**config.mk**
```make
export PLATFORM = sky130hd
export DESIGN_NAME = ex_stage
export DESIGN_NICKNAME = d
export VERILOG_FILES = /design/src/rtl/ex_stage.sv
export SDC_FILE = /design/constraint.sdc
export NUM_CORES = 1
export LEC_CHECK = 0
export CAP_MARGIN = 40
export CORE_MARGIN = 2
export CORE_UTILIZATION = 53
export DETAILED_ROUTE_END_ITERATION = 8
export PLACE_DENSITY_LB_ADDON = 0.2
export SLEW_MARGIN = 10
export SYNTH_ARGS = -nofsm -noshare
export SYNTH_HDL_FRONTEND = slang
export SYNTH_SLANG_ARGS = --single-unit
```
**constraint.sdc**
```tcl
create_clock -name clk_EX -period 4.8 [get_ports clk_EX]
set_clock_uncertainty 0.2 [all_clocks]
set_input_delay 0.72 -clock clk_EX [delete_from_list [all_inputs] [get_ports clk_EX]]
set_output_delay 0.72 -clock clk_EX [all_outputs]
set_load 0.02 [all_outputs]
```
**src/rtl/ex_stage.sv**
```systemverilog
// MIPS execute stage: operand/destination select, single-cycle ALU ops and
// 32-iteration shift-add multiply / restoring divide with a stall handshake.
//
// state | meaning
// IDLE  | accepting one ID/EX entry per cycle
// BUSY  | iterating mult/div, ID/EX held via stall_EX
module ex_stage (
    input  logic        clk_EX,
    input  logic        rst_EX,
    input  logic        valid_EX,
    input  logic [31:0] data1_EX,
    input  logic [31:0] data2_EX,
    input  logic [31:0] imm_EX,
    input  logic [4:0]  rd_EX,
    input  logic [4:0]  rt_EX,
    input  logic [7:0]  nextIns_EX,
    input  logic [1:0]  wb_EX,
    input  logic [2:0]  m_EX,
    input  logic        RegDst_EX,
    input  logic        ALUOp_EX,
    input  logic        ALUSrc_EX,
    output logic        stall_EX,
    output logic        valid_out_EX,
    output logic [31:0] result_EX,
    output logic [31:0] storeData_EX,
    output logic [4:0]  dest_EX,
    output logic [7:0]  branchTgt_EX,
    output logic        zero_EX,
    output logic [1:0]  wbOut_EX,
    output logic [2:0]  mOut_EX
);

    typedef enum logic {IDLE, BUSY} state_t;

    state_t      state, stateNext;
    logic [4:0]  iterCnt;
    logic        divMode;
    logic [31:0] opA, opB;
    logic [32:0] part;
    logic [1:0]  pendWb;
    logic [2:0]  pendM;

    logic [31:0] operandB, aluRes;
    logic [5:0]  funct;
    logic        startMul, startDiv;
    logic [31:0] stepA, stepB;
    logic [32:0] stepP, remShift;

    assign operandB = ALUSrc_EX ? imm_EX : data2_EX;
    assign funct    = imm_EX[5:0];
    assign stall_EX = (state == BUSY);

    always_comb begin
        aluRes   = 32'd0;
        startMul = 1'b0;
        startDiv = 1'b0;
        if (!ALUOp_EX) begin
            aluRes = data1_EX + operandB;
        end else begin
            case (funct)
                6'h20:   aluRes = data1_EX + operandB;
                6'h22:   aluRes = data1_EX - operandB;
                6'h24:   aluRes = data1_EX & operandB;
                6'h25:   aluRes = data1_EX | operandB;
                6'h2A:   aluRes = {31'd0, $signed(data1_EX) < $signed(operandB)};
                6'h18:   startMul = 1'b1;
                6'h1A:   startDiv = 1'b1;
                default: aluRes = 32'd0;
            endcase
        end
    end

    // mult: opA = shifted multiplicand, opB = multiplier, part = product
    // div:  opA = divisor, opB = dividend shifting into quotient, part = remainder
    always_comb begin
        stepA    = opA;
        stepB    = opB;
        stepP    = part;
        remShift = 33'd0;
        if (divMode) begin
            remShift = {part[31:0], opB[31]};
            if (remShift >= {1'b0, opA}) begin
                stepP = remShift - {1'b0, opA};
                stepB = {opB[30:0], 1'b1};
            end else begin
                stepP = remShift;
                stepB = {opB[30:0], 1'b0};
            end
        end else begin
            stepP = {1'b0, part[31:0] + (opB[0] ? opA : 32'd0)};
            stepA = {opA[30:0], 1'b0};
            stepB = {1'b0, opB[31:1]};
        end
    end

    always_ff @(posedge clk_EX) begin
        if (rst_EX) state <= IDLE;
        else        state <= stateNext;
    end

    always_comb begin
        stateNext = state;
        case (state)
            IDLE:    if (valid_EX && (startMul || startDiv)) stateNext = BUSY;
            BUSY:    if (iterCnt == 5'd31) stateNext = IDLE;
            default: stateNext = IDLE;
        endcase
    end

    always_ff @(posedge clk_EX) begin
        if (rst_EX) begin
            iterCnt      <= 5'd0;
            divMode      <= 1'b0;
            opA          <= 32'd0;
            opB          <= 32'd0;
            part         <= 33'd0;
            pendWb       <= 2'd0;
            pendM        <= 3'd0;
            valid_out_EX <= 1'b0;
            result_EX    <= 32'd0;
            storeData_EX <= 32'd0;
            dest_EX      <= 5'd0;
            branchTgt_EX <= 8'd0;
            zero_EX      <= 1'b0;
            wbOut_EX     <= 2'd0;
            mOut_EX      <= 3'd0;
        end else if (state == IDLE) begin
            valid_out_EX <= 1'b0;
            wbOut_EX     <= 2'd0;
            mOut_EX      <= 3'd0;
            if (valid_EX) begin
                storeData_EX <= data2_EX;
                dest_EX      <= RegDst_EX ? rd_EX : rt_EX;
                branchTgt_EX <= nextIns_EX + imm_EX[7:0];
                zero_EX      <= (data1_EX == data2_EX);
                if (startMul || startDiv) begin
                    iterCnt <= 5'd0;
                    divMode <= startDiv;
                    opA     <= startDiv ? operandB : data1_EX;
                    opB     <= startDiv ? data1_EX : operandB;
                    part    <= 33'd0;
                    pendWb  <= wb_EX;
                    pendM   <= m_EX;
                end else begin
                    result_EX    <= aluRes;
                    valid_out_EX <= 1'b1;
                    wbOut_EX     <= wb_EX;
                    mOut_EX      <= m_EX;
                end
            end
        end else begin
            opA     <= stepA;
            opB     <= stepB;
            part    <= stepP;
            iterCnt <= iterCnt + 5'd1;
            if (iterCnt == 5'd31) begin
                result_EX    <= divMode ? stepB : stepP[31:0];
                valid_out_EX <= 1'b1;
                wbOut_EX     <= pendWb;
                mOut_EX      <= pendM;
            end
        end
    end

endmodule

```
==> impl_metrics.yaml <==
grt:
  overflow: 0
  grt_start_max_net_pins: 85
  grt_antenna_before_repair: 1
  first_global_vias: 18600
  grt_first_pass_wirelength_um: 104000
  grt_use_total: 0.364
worst_setup_path:
  critical_path_peak_fanout: 10
  worst-endpoint-arrival_ps: 4550
  critPathKind: "register to register"
  critPathLaunchType: "register"
  endpoint_kind: "register"
  worst-endpoint-required_ps: 5020
power_and_ir_drop:
  power.leakage_nw: 9.31
  p_int_mw: 3.10
  power-per-cell-area_mw_per_mm2: 223
  power.share.combinational: 0.360
  clock_power_share: 0.296
  fraction_of_power_consumed_by_sequential_logic: 0.345
  vdd_ir_drop_max_mv: 0.283
  power.share.switching: 0.370
  power_mw: 4.91
  switchingPower_mw: 1.82
synth:
  synth-async-reset-ratio: 0
  synth-seq-cells: 192
  syn-cell-area_mm2: 0.0185
  synth_flop_cell: "sky130_fd_sc_hd__dfxtp_1"
  ys_seq_area_frac: 0.208
  syn-mean-instance-area_um2: 7.44
  synth-warning-count: 0
  number_of_flops_mapped_to_enable_cells_by_yosys: 0
  synth.net_count: 2801
  synth_cells: 2487
  ys_types: 91
placement:
  port_buffers: 209
  gpl.final_weighted_congestion: 0.999
  post-place-cells: 3106
  detailed_placer_s_ending_hpwl_um: 52600
clock_tree:
  ctsResizeCount: 0
  cts_max_path_buffers: 2
  htree_levels: 4
  post_cts_buffers: 0
  path_clk_slew_ps: 80
  tritoncts_num_sinks: 192
  clk_root_buffer_cell: "sky130_fd_sc_hd__clkbuf_16"
  clk-insertion-delay-late_ps: 470
  cts_inserted_buffers: 17
  cts_hold_buffers: 0
  cts_tree: "yes"
die:
  chipWidth_um: 191
  floorplan.core_area_mm2: 0.0345
  die_y_um: 191
  starting_density_of_the_core: 0.537
  io_pins: 210
  die_area_mm2: 0.0364
  placementRows: 68
routing:
  initialDrtViolationCount: 1758
  drc_violation_count_after_routing: 0
  drt-total-wl_um: 68200
  vias: 20000
  avgViaCountPerCell: 6.36
  final_antenna_net_count: 0
  detail_route.wl_per_cell_um: 21.7
  drt_pre_antenna_iters: 9
sta:
  period_minus_slack_ps: 4330
  max_freq_mhz: 231
  post-route-period-util: 0.903
  tightestPinTransition_ps: 1000
  report.final.setup_viol: 0
  setup_total_negative_slack_ps: 0
  finalHoldViolCount: 0
  relSlewSlack: 0.325
  max_transition_viols_final: 0
  rsz0062_at_grt: "no"
layout:
  final_cell_count_without_fillers: 3138
  area_occupied_by_multi_input_gates_mm2: 0.0135
  fillCellCount: 3106
  drive_above_1_share: 0.0735
  finish.utilization: 0.640
  num-nets-final: 2984
  seqCellArea_mm2: 0.00385
  synthToLayoutAreaGrowth_pct: 19.1
status:
  run_status: "finished, final reports clean"
hold_path:
  min-delay-path-class: "register to register"
job:
  maxCapViolCount: 0
[power by group through the flow]
stage / clock network [mW] / logic, mW / registers [mW]
2_1_floorplan: 0 / 1.01 / 1.78
3_3_place_gp: 0 / 1.71 / 1.73
3_5_place_dp: 0 / 1.73 / 1.73
4_1_cts: 1.46 / 1.74 / 1.69
5_1_grt: 1.51 / 1.90 / 1.70
6_report: 1.45 / 1.77 / 1.69
[synth_stat cells (26+ instances only)]
cell / count / area (µm²)
sky130_fd_sc_hd__nor3_1: 64 / 320
sky130_fd_sc_hd__xnor2_1: 71 / 622
sky130_fd_sc_hd__mux2i_1: 70 / 701
sky130_fd_sc_hd__a211oi_1: 125 / 938
sky130_fd_sc_hd__xor2_1: 57 / 499
sky130_fd_sc_hd__a221oi_1: 49 / 429
sky130_fd_sc_hd__nand3_1: 30 / 150
sky130_fd_sc_hd__inv_1: 151 / 567
sky130_fd_sc_hd__and2_1: 40 / 250
sky130_fd_sc_hd__a21o_1: 52 / 390
sky130_fd_sc_hd__a21oi_1: 242 / 1210
sky130_fd_sc_hd__buf_1: 26 / 97.6
sky130_fd_sc_hd__nand2_1: 245 / 920
sky130_fd_sc_hd__dfxtp_1: 192 / 3840
sky130_fd_sc_hd__o21ai_0: 142 / 711
sky130_fd_sc_hd__nand2b_1: 37 / 231
sky130_fd_sc_hd__ha_1: 184 / 2300
sky130_fd_sc_hd__clkbuf_1: 121 / 454
sky130_fd_sc_hd__nor2_1: 209 / 785
[cells in the final DEF (no fill, tap or decap), drive strengths merged, types with 19 or more instances in the layout]
cell           synthesis  final
ha                   184    184
buf                   36    115
nor4                  20     20
nor3                  64     64
clkdlybuf4s50          0    206
and2                  40     40
a21oi                245    245
a31oi                 26     26
nand4                 20     20
xor2                  57     57
inv                  153    160
nor2b                 19     19
a221oi                50     50
mux2i                 70     70
xnor2                 71     71
o21ai                147    147
nand2                245    245
nor2                 209    209
a21o                  53     53
a211oi               126    126
nand3                 30     30
o211ai                23     23
dfxtp                192    192
nand2b                37     37
o21bai                25     25
[final cells by class]
type                            count  area share
Timing Repair Buffer              321       0.135
Inverter                          153      0.0261
Tap cell                          455      0.0258
Multi-Input combinational cell   1985       0.613
Antenna cell                        1    0.000114
Clock buffer                       18      0.0199
Sequential cell                   192       0.175
Clock inverter                     13     0.00551
[per-layer routing]
metal | track usage | share of wire
met5 | 0 | 0
met3 | 0.0481 | 0.059
met2 | 0.600 | 0.47
met1 | 0.463 | 0.42
met4 | 0.195 | 0.051
[kinds of logic after synthesis]
family	Yosys count	synth area share
compound gates	859	0.314
simple gates	732	0.182
buf+inv	310	0.0642
flops	192	0.208
fa+ha+maj	189	0.130
xor+xnor	128	0.0606
mux	77	0.0421
[through the flow]
step	area (µm²)	worst slack (ps)	hold slack, ps
6_report	22000	467	253
3_3_place_gp	21500	74.7	237
5_1_grt	22000	178	276
2_1_floorplan	18500	52.3	231
4_1_cts	22000	539	255
3_5_place_dp	21500	61.2	244
[critical path: stages (launching register included)]
cell and delay, ps:
sky130_fd_sc_hd__dfxtp_1 540, sky130_fd_sc_hd__and2_1 180, sky130_fd_sc_hd__ha_1 230, sky130_fd_sc_hd__inv_1 80, sky130_fd_sc_hd__fa_1 430, sky130_fd_sc_hd__nor2b_1 130
sky130_fd_sc_hd__o21ai_0 110, sky130_fd_sc_hd__a21o_1 250, sky130_fd_sc_hd__a21bo_2 230, sky130_fd_sc_hd__o21ai_0 510, sky130_fd_sc_hd__a21oi_1 280, sky130_fd_sc_hd__o21a_1 260
sky130_fd_sc_hd__xor2_1 210, sky130_fd_sc_hd__a2111oi_0 420, sky130_fd_sc_hd__o31a_1 190
[flip-flops by register name (all words and copies together) (netlist names), 2 cells and up]
name	count
opB	32
part	32
pendWb	2
iterCnt	5
wbOut_EX	2
storeData_EX	32
dest_EX	5
pendM	3
branchTgt_EX	8
result_EX	32
mOut_EX	3
opA	32
[final timing paths]
path | start | endpoint | slack, ps | cells past startpoint
setup / recovery | opB[0]$_SDFFE_PP0P_ | result_EX[26]$_SDFFE_PP0P_ | 470 | 14
hold / removal | branchTgt_EX[5]$_SDFFE_PP0P_ | branchTgt_EX[5]$_SDFFE_PP0P_ | 250 | 2
setup reg to reg | opB[0]$_SDFFE_PP0P_ | result_EX[26]$_SDFFE_PP0P_ | 470 | 14
hold reg to reg | branchTgt_EX[5]$_SDFFE_PP0P_ | branchTgt_EX[5]$_SDFFE_PP0P_ | 250 | 2
(Power assumes the default switching activity.)
